**config.mk**
```make
export PLATFORM = sky130hd
export DESIGN_NAME = csp_channel_flat
export DESIGN_NICKNAME = d
export VERILOG_FILES = /design/src/rtl/csp_channel_pkg.sv /design/src/rtl/csp_channel_if.sv /design/src/rtl/csp_channel.sv /design/src/flat_wrapper.sv
export SDC_FILE = /design/constraint.sdc
export NUM_CORES = 1
export LEC_CHECK = 0
export ABC_AREA = 0
export CAP_MARGIN = 20
export CORE_MARGIN = 2
export CORE_UTILIZATION = 43
export DETAILED_ROUTE_END_ITERATION = 7
export GPL_TIMING_DRIVEN = 0
export PLACE_DENSITY = 0.86
export SYNTH_ARGS = -nofsm -noshare
export SYNTH_HDL_FRONTEND = slang
export SYNTH_SLANG_ARGS = --single-unit
```
**constraint.sdc**
```tcl
create_clock -name clk -period 3.9 [get_ports clk]
set_clock_uncertainty 0.15 [all_clocks]
set_input_delay 0.585 -clock clk [delete_from_list [all_inputs] [get_ports clk]]
set_output_delay 0.585 -clock clk [all_outputs]
set_load 0.01 [all_outputs]
```
**src/rtl/csp_channel_pkg.sv**
```systemverilog
// csp_channel_pkg: shared protocol, status and FSM state types for csp_channel
package csp_channel_pkg;
  typedef enum logic { P4_PHASE_BD = 1'b0, P2_PHASE_BD = 1'b1 } hs_protocol_e;
  typedef enum logic [1:0] { IDLE = 2'b00, SEND_PEND = 2'b01, ACK_PEND = 2'b10 } chan_status_e;
  typedef enum logic [1:0] { ST_IDLE, ST_PEND, ST_ACK } chan_state_e;
endpackage

```
**src/rtl/csp_channel_if.sv**
```systemverilog
// csp_channel_if: bundled-data req/ack link; slave is the channel stage, master its environment
interface csp_channel_if #(parameter int WIDTH = 64);
  logic s_req;
  logic [WIDTH-1:0] s_data;
  logic s_ack;
  logic r_req;
  logic [WIDTH-1:0] r_data;
  logic r_ack;
  logic [1:0] status;
  modport slave (input s_req, s_data, r_ack, output s_ack, r_req, r_data, status);
  modport master (output s_req, s_data, r_ack, input s_ack, r_req, r_data, status);
endinterface

```
**src/rtl/csp_channel.sv**
```systemverilog
// csp_channel: one-token CSP channel stage, 4-phase or 2-phase bundled data.
// Define CSP_CHANNEL_COUNT_EN to add the 32-bit xfer_count output.
module csp_channel import csp_channel_pkg::*; #(
  parameter int WIDTH = 64,
  parameter hs_protocol_e HS_PROTOCOL = P4_PHASE_BD
) (
  input logic clk,
  input logic rst,
`ifdef CSP_CHANNEL_COUNT_EN
  output logic [31:0] xfer_count,
`endif
  csp_channel_if.slave ch
);
  chan_state_e state;
  logic [WIDTH-1:0] data_q;
  logic four, take, done;
  assign four = HS_PROTOCOL == P4_PHASE_BD;
  assign take = state == ST_IDLE && (four ? ch.s_req : ch.s_req != ch.s_ack);
  assign done = state == ST_PEND && (four ? ch.r_ack : ch.r_ack == ch.r_req);
  assign ch.r_data = data_q;
  always_ff @(posedge clk or posedge rst)
    if (rst) begin
      state <= ST_IDLE;
      data_q <= '0;
      ch.r_req <= 1'b0;
      ch.s_ack <= 1'b0;
      ch.status <= IDLE;
    end else if (take) begin
      data_q <= ch.s_data;
      ch.r_req <= four ? 1'b1 : ~ch.r_req;
      state <= ST_PEND;
      ch.status <= SEND_PEND;
    end else if (done) begin
      // 4-phase lowers r_req and waits in ACK; 2-phase finishes on the s_ack toggle
      ch.r_req <= four ? 1'b0 : ch.r_req;
      ch.s_ack <= ~ch.s_ack;
      ch.status <= four ? ACK_PEND : IDLE;
      if (four) state <= ST_ACK;
      else state <= ST_IDLE;
    end else if (state == ST_ACK && !ch.s_req && !ch.r_ack) begin
      ch.s_ack <= 1'b0;
      state <= ST_IDLE;
      ch.status <= IDLE;
    end
`ifdef CSP_CHANNEL_COUNT_EN
  always_ff @(posedge clk or posedge rst)
    if (rst) xfer_count <= '0;
    else if (done) xfer_count <= xfer_count + 32'd1;
`endif
endmodule

```
**src/flat_wrapper.sv**
```systemverilog
// flat-port wrapper written by rule: the top's interface ports become plain ports
module csp_channel_flat import csp_channel_pkg::*;
#(
  parameter int WIDTH = 64,
  parameter hs_protocol_e HS_PROTOCOL = P4_PHASE_BD
)
  (clk, rst, ch_s_req, ch_s_data, ch_r_ack, ch_s_ack, ch_r_req, ch_r_data, ch_status);
  csp_channel_if #(.WIDTH(WIDTH)) ch_i ();
  input logic clk;
  input logic rst;
  input wire logic [$bits(ch_i.s_req)-1:0] ch_s_req;
  input wire logic [$bits(ch_i.s_data)-1:0] ch_s_data;
  input wire logic [$bits(ch_i.r_ack)-1:0] ch_r_ack;
  output wire logic [$bits(ch_i.s_ack)-1:0] ch_s_ack;
  output wire logic [$bits(ch_i.r_req)-1:0] ch_r_req;
  output wire logic [$bits(ch_i.r_data)-1:0] ch_r_data;
  output wire logic [$bits(ch_i.status)-1:0] ch_status;
  assign ch_i.s_req = ch_s_req;
  assign ch_i.s_data = ch_s_data;
  assign ch_i.r_ack = ch_r_ack;
  assign ch_s_ack = ch_i.s_ack;
  assign ch_r_req = ch_i.r_req;
  assign ch_r_data = ch_i.r_data;
  assign ch_status = ch_i.status;
  csp_channel #(.WIDTH(WIDTH), .HS_PROTOCOL(HS_PROTOCOL)) u_core (.clk(clk), .rst(rst), .ch(ch_i));
endmodule
```
* Word-level counts from Yosys, hierarchy flattened
Cells that the tools add are included.
** Storage, ports and cells
- Bits of input ports :: 68
- Register bits after elaboration :: 68
- Output and inout bits :: 68
- Word-level logic and storage cells :: 26
** Cells by class
- Bitwise operators :: 2
- Eq/ne operators :: 2
- Reductions and logical operators :: 11
- Mux-type cells :: 7
** Operators with widths (count)
- two-way mux 2 bit :: 3
- logical AND 1 bit :: 4
- two-way mux 1 bit :: 4
- nonzero test 2 bit :: 2
- nonzero test 3 bit :: 1
- == test 2 x 1 -> 1 bit (second input constant) :: 1
- == test 2 bit (second input constant) :: 1
- zero test 1 bit :: 2
- zero test 2 bit :: 1
- inverter 1 bit :: 2
- AND reduction 2 bit :: 1

* Longest topological paths before layout
Gate-level depths: netlist of the first run.
- Word-level depth :: 6
- Mapped depth :: 4
- Depth with buffers taken out :: 3

* Worst setup path before layout of the first run
Ideal clock, no wire load.
- Path type :: input port to flip-flop
- Start :: input port ch_s_req
- End :: register u_core.data_q[19] (netlist: u_core.ch.r_data[19])
- Path slack :: 2.228 ns
- Required time :: 3.625 ns
- Stages :: 4
- Arrival :: 1.397 ns
- Library setup time :: 0.125 ns
- Path buffers :: 2
- Cells stage by stage :: nor3b_2 > buf_6 > buf_8 > mux2_4
** Between the ends
- Word-level cells in the longest chain between the ends :: 1
** RTL lines
- from (decl) :: RTL line flat_wrapper.sv:11 : input wire logic [$bits(ch_i.s_req)-1:0] ch_s_req;
- logical AND 1 bit :: RTL line csp_channel.sv:18 : assign take = state == ST_IDLE && (four ? ch.s_req : ch.s_req != ch.s_ack);
- to (signal assigned) :: RTL line csp_channel.sv:29 : data_q <= ch.s_data;
- to (decl) :: RTL line csp_channel.sv:15 : logic [WIDTH-1:0] data_q;
No other way between the ends.
A chain may end at the register's enable or synchronous reset.

* Worst setup path after layout of the first run
- Start :: register u_core.ch.status[0]
- End :: output port ch_status[0]
** RTL lines
- from (decl) :: RTL line csp_channel_if.sv:10 : modport slave (input s_req, s_data, r_ack, output s_ack, r_req, r_data, status);
- from (signal assigned) :: RTL line csp_channel.sv:37 : ch.status <= four ? ACK_PEND : IDLE;
- to (decl) :: RTL line flat_wrapper.sv:17 : output wire logic [$bits(ch_i.status)-1:0] ch_status;
No word-level cell between the ends.

==> run metrics, run 1 <==
Tcrit/Tclk final 0.551; Worst Path Buf+Inv 1; switching pwr 1.06 mW; grt total ovfl 0; register share of total power 0.352; Initial Utilization 0.441; status finished, final reports clean; worst-case reg-to-reg path depth 4; Die Y around 84 um; Slew @ Worst Pin about 0.82 ns; nets 369; CP Max Fanout 8; Avg Cell Area, Syn about 18 um^2; CP Class reg -> out; Worst Setup End Kind output pin; number of port buffers approximately 140; Worst-Skew Late Latency 0.32 ns; Routed Antenna Nets 0; Die ar. 0.00714 mm^2; clock share of power 0.161; routed via count roughly 1,800; site row count 29; Area Growth Syn to Fin 59.3%; Reg clk slew, reported paths 0.08 ns; Comb power frac 0.487; synth warn 0; DRC errors left 0; Vias/cell 4.72; GPL Wtd Cong 0.716; gr usage total 0.181; Peak VDD IR 0.440 mV; CP max-delay cell clkdlybuf4s50_1; largest net degree at the start of global routing 69; ant diodes 0; most common cell after layout, fill and taps aside clkdlybuf4s50_1; # hold bufs at CTS 0; Hold Path Class reg -> reg; Final min period 2.15 ns; Post-DP HPWL 4520 um; setup ws final 1.75 ns; number of global-route vias before repair between 2,000 and 2,500; I/O pins 136; hold path depth 1; pre-CTS setup slack 1.58 ns; commonest cells after routing, fill and taps aside clkdlybuf4s50_1 (135), dfrtp_1 (68), mux2_4 (49); crit path DAT 1.41 ns; critical path, cell by cell clkdlybuf4s50_1; Pleak 1.92 nW; Rel. slew slack 0.454; initial antenna violation count 0; Crit path max-delay family buffers and inverters; unrepaired setup endpoints after global routing false; max-cap viol count 0; Max Freq between 400 and 500 MHz; core area around 0.0063 mm^2; WL/cell ~16 um; Finished Layout Cells 383; min-delay src u_core.ch.r_data[60]; final-report hold violation count 0; CTS tree yes; total CTS buffers 9; CP Launch Type flop; final setup fails 0; Setup Fix Bufs, Post-CTS 0; CTS Buffer Depth 2; library cells used by synthesis 16; Synth Register Bits 68; Slew Limit Fails 0; net count after synthesis 223; layout cell share with drive strength beyond 1 0.288; Cell Pwr Density slightly above 800 mW/mm^2; switch share 0.291; Post-Route Setup TNS 0 ns; Gates resized, CTS repair 0; CP max stage delay 0.60 ns; die extent in x 84.5 um; Critical path origin u_core.ch.status[0]; H-Tree Depth 3; Filler cells 439; Root Buffer clkbuf_8; Post-Syn Instances between 150 and 200; Stages on worst setup path 1; first-pass GRT wire length 10,100 um; CTS sink count 68; WP data required 3.16 ns; Mapped Area 0.00279 mm^2; Routed Wire Length 6270 um; initial DRC count 27; DRT Pass-1 Iters 3; internal power 2.59 mW; placed insts about 370; worst r2r src u_core.ch.status[0]; sequential fraction of the synthesis area 0.611
-- synthesized netlist by cell type (all sizes together) --
cell type | number | area share
nor2 | 2 | 0.0027
buf | 7 | 0.033
inv | 2 | 0.0027
mux2 | 64 | 0.32
dfrtp | 68 | 0.61
a21oi | 3 | 0.0054
o21ai | 1 | 0.0018
nor3 | 1 | 0.0018
nand2 | 2 | 0.0027
a211oi | 1 | 0.0027
nand2b | 2 | 0.0045
nor3b | 1 | 0.0045
a21o | 1 | 0.0027
-- sequential cells by signal, indices dropped and copies added (netlist names) --
name,flops
u_core.ch.r_data,64
u_core.ch.r_req,1
u_core.ch.s_ack,1
u_core.ch.status,2
-- worst register-to-register path, stage by stage, from the launching register on --
cell	delay, ns
dfrtp_1	0.47
nor3b_2	0.24
buf_6	0.22
buf_8	0.18
mux2_4	0.32
-- path summary, 6_finish.rpt --
check                           slack [ns]                    to
worst min register to register        0.36  u_core.ch.r_data[60]
worst max-delay path                  1.75          ch_status[0]
worst min-delay path                  0.36  u_core.ch.r_data[60]
max in group asynchronous             2.44       u_core.ch.s_ack
worst max register to register        2.21  u_core.ch.r_data[29]
min in group asynchronous             0.63  u_core.ch.r_data[41]
-- power groups by stage --
| stage | Combinational, mW | Clock, mW | Sequential, mW |
|---|---|---|---|
| after global routing | 1.87 | 0.632 | 1.33 |
| after CTS | 1.80 | 0.602 | 1.29 |
| final | 1.78 | 0.586 | 1.29 |
| after detailed placement | 1.80 | 0 | 1.29 |
| after global placement | 1.76 | 0 | 1.27 |
| after floorplan | 0.722 | 0 | 1.44 |
-- kinds of logic (layout without fill, tap and decap cells) --
kind of cell	count (synthesis)	after routing	share of synthesized area
muxes	64	64	0.325
AOI/OAI and AO/OA	6	6	0.0126
DFF	68	68	0.611
and+or+nand+nor	8	8	0.0162
buffers and inverters	9	160	0.0355
-- metal layers --
metal	part of all wire	wire length, um	track usage	vias up
met1	0.42	2650	0.227	896
li1	-	-	-	832
met3	0.059	373	0.0482	5
met5	0	0	0	-
met2	0.51	3200	0.301	74
met4	0.0088	55	0.0693	0
-- area by class of cell --
class / instances / area [um^2] / share of cell area
repair buffers: 135 / 1350 / 0.305
multi-input cells: 78 / 985 / 0.222
well taps: 77 / 96.3 / 0.0217
inverters: 2 / 10.0 / 0.00226
flip-flops and latches: 68 / 1700 / 0.384
clock inverters: 5 / 60.1 / 0.0135
clock buffers: 11 / 141 / 0.0319
plain buffers: 7 / 91.3 / 0.0206
-- per-stage QoR --
| stage | hold slack, ns | cell area [um^2] | power, mW | util |
|---|---|---|---|---|
| finish | 0.359 | 4440 | 3.65 | 0.703 |
| global route | 0.372 | 4440 | 3.84 | 0.703 |
| CTS | 0.364 | 4440 | 3.69 | 0.703 |
| detailed placement | 0.341 | 4240 | 3.09 | 0.671 |
| global placement | 0.340 | 4230 | 3.03 | 0.670 |
| floorplan | 0.379 | 2790 | 2.16 | - |
(Power assumes the default switching activity.)
==> run 2, diff against run 1 <==
--- a/config.mk
+++ b/config.mk
@@ -8,10 +8,10 @@
 export ABC_AREA = 0
 export CAP_MARGIN = 20
 export CORE_MARGIN = 2
-export CORE_UTILIZATION = 43
+export CORE_UTILIZATION = 36
 export DETAILED_ROUTE_END_ITERATION = 7
 export GPL_TIMING_DRIVEN = 0
-export PLACE_DENSITY = 0.86
+export PLACE_DENSITY = 0.77
 export SYNTH_ARGS = -nofsm -noshare
 export SYNTH_HDL_FRONTEND = slang
 export SYNTH_SLANG_ARGS = --single-unit
==> constraint.sdc (replaced) <==
create_clock -name clk -period 1.83 [get_ports clk]
set_clock_uncertainty 0.15 [all_clocks]
set_input_delay 0.2745 -clock clk [delete_from_list [all_inputs] [get_ports clk]]
set_output_delay 0.2745 -clock clk [all_outputs]
set_load 0.01 [all_outputs]
==> run 2 against run 1 <==
  * Power up 120%
  * Routed wire length shrank 3.1%
  * Sequential share of layout area is 0.71 points lower
  * Utilization is 11 points lower
  * Critical path depth stayed put
  * Cell area rose by 2.0%
  * Critical path type unchanged
  * Critical endpoint unchanged
  * Largest power group unchanged
  * Highest routed layer unchanged
==> run metrics, run 2 (synthesis gave the netlist of run 1 again) <==
clock share of power 0.179 (+0.018); # hold bufs at CTS 0 (unchanged); register share of total power 0.343 (-0.009); DRC errors left 0 (unchanged); switch share 0.277 (-0.0138); Die ar. 0.00846 mm^2 (+18%); end of the worst register-to-register path u_core.ch.r_data[45]; met2 usage in global routing 0.247 (-0.0544); commonest cells after routing, fill and taps aside clkdlybuf4s50_1 (135), dfrtp_1 (66), mux2_4 (49); WHS 0.271 ns (-0.0875 ns); Pleak 1.94 nW (+0.99%); Reg clk slew, reported paths 0.07 ns (about the same); R2R setup slack 0.18 ns (-2.03 ns); max-cap viol count 0 (unchanged); Crit path max-delay family buffers and inverters; WL/cell 14.9 um (-9.3%); CP Class reg -> out; Peak VDD IR 0.879 mV (+100%); GPL Wtd Cong 0.720 (+0.67%); CTS tree yes; CTS Buffer Depth 2 (unchanged); worst r2r src u_core.ch.status[1]; Comb power frac 0.478 (-0.009); WP data required 1.41 ns (-1.75 ns); final-report hold violation count 0 (unchanged); crit path DAT 1.32 ns (-0.09 ns); max FFs per register 64 (unchanged); gr busiest metal met2; largest net degree at the start of global routing 36 (-48%); Critical path origin u_core.ch.status[0]; H-Tree Depth 3 (unchanged); Worst Path Buf+Inv 1 (unchanged); Initial Utilization 0.366 (-0.0750); Stages on worst setup path 1 (unchanged); design area 0.00453 mm^2 (+2.0%); CTS sink count 68 (unchanged); CP Launch Type flop; Setup Fix Bufs, Post-CTS 0 (unchanged); nets 370 (+0.27%); final setup fails 0 (unchanged); Routed Wire Length 6080 um (-3.1%); critical path, cell by cell clkdlybuf4s50_1; area post-placement 0.00429 mm^2 (+1.2%); met1 usage 0.184 (-0.0430); gr usage total 0.149 (-0.0319); worst-case reg-to-reg path depth 4 (unchanged); Worst-Skew Late Latency 0.32 ns (about the same); first-pass GRT wire length 9880 um (-2.3%); die extent in x 92.0 um (+8.8%); initial antenna violation count 0 (unchanged); Gates resized, CTS repair 1 (+1); Die Y 92.0 um (+8.8%); Max Freq 572 MHz; Hold Path Class in -> async; Cell Pwr Density 1750 mW/mm^2 (+110%); Tcrit/Tclk final 0.955; Slew @ Worst Pin 0.763 ns (-0.0554 ns); site row count 32 (+10%); Filler cells 626 (+43%); layout cell share with drive strength beyond 1 0.296 (+0.00884); total CTS buffers 9 (unchanged); Worst Setup End Kind output pin; unrepaired setup endpoints after global routing false; Rel. slew slack 0.490 (+0.0358); Final min period ~1.7 ns; status finished, final reports clean; CP Max Fanout 8 (unchanged); number of global-route vias before repair 2,066 (+2.5%); CP max stage delay 0.57 ns (-0.03 ns); ant diodes 0 (unchanged); I/O pins 136 (unchanged); Routed Antenna Nets 0 (unchanged); met3 global-route usage 0.0444 (-0.00381); number of port buffers 135 (unchanged); switching pwr 2.20 mW (+110%); grt total ovfl 0 (unchanged); CP max-delay cell clkdlybuf4s50_1; initial DRC count 19 (-30%); Slew Limit Fails 0 (unchanged); routed via count 1,822 (+0.83%); Root Buffer clkbuf_8; DRT Pass-1 Iters 4 (+1); Area Growth Syn to Fin 62.5%; Post-DP HPWL 4460 um (-1.4%); core area 0.00761 mm^2 (+20%); end point of the critical path ch_status[0]; Vias/cell 4.45 (-5.6%); internal power 5.74 mW (+120%); most common cell after layout, fill and taps aside clkdlybuf4s50_1
==> run 2: cell count changes in the layout (fill, tap and decap cells not counted), sizes merged <==
cell / change
clkbuf: +2
clkinv: -2
inv: -2
bufinv: +1
buf: +1
clkinvlp: +1
==> run 2: power by group through the flow <==
stage	clock, mW	combinational (mW)	sequential [mW]
6_report	1.42	3.79	2.72
5_1_grt	1.54	4.01	2.84
4_1_cts	1.47	3.86	2.73
3_5_place_dp	0	3.84	2.74
3_3_place_gp	0	3.77	2.70
2_1_floorplan	0	1.54	3.07
==> run 2: per-stage QoR <==
step	TNS (ns)	worst slack, ns	utilization	std cells	total power, mW
finish	0	0.0816	0.595	409	7.93
global route	0	0.00490	0.595	409	8.39
CTS	0	0.0233	0.595	409	8.06
detailed placement	-8.98	-0.171	0.564	393	6.57
global placement	-22.05	-0.203	0.561	392	6.48
floorplan	0	0.244	-	155	4.61
==> run 2: layout make-up <==
cell class | instances | area [um^2] | area share
Clock inverter | 3 | 67.6 | 0.0149
Sequential cell | 68 | 1700 | 0.376
Inverter | 2 | 11.3 | 0.00249
Timing Repair Buffer | 136 | 1370 | 0.303
Multi-Input combinational cell | 78 | 985 | 0.218
Buffer | 7 | 91.3 | 0.0202
Tap cell | 102 | 128 | 0.0282
Clock buffer | 13 | 169 | 0.0373
==> run 2: how the worst min path moves through the flow <==
stage	cells past startpoint	endpoint	slack (ns)
finish	2	u_core.ch.r_data[50]	0.27
floorplan	1	u_core.ch.r_data[19]	0.27
global route	2	u_core.ch.r_data[53]	0.33
global placement	1	u_core.ch.r_data[9]	0.34
CTS	2	u_core.ch.r_data[53]	0.29
detailed placement	1	u_core.ch.r_data[41]	0.34
==> run 2: layer usage <==
metal,wire length (um),vias up
met5,0,-
li1,-,841
met4,9,0
met2,3130,74
met3,410,3
met1,2530,904
==> run 3, diff against run 2 <==
--- a/config.mk
+++ b/config.mk
@@ -10,6 +10,7 @@
 export CORE_MARGIN = 2
 export CORE_UTILIZATION = 36
 export DETAILED_ROUTE_END_ITERATION = 7
+export GPL_ROUTABILITY_DRIVEN = 0
 export GPL_TIMING_DRIVEN = 0
 export PLACE_DENSITY = 0.77
 export SYNTH_ARGS = -nofsm -noshare
==> results of run 3 <==
Same layout as run 2: the final DEF is identical, and so are final timing and power.
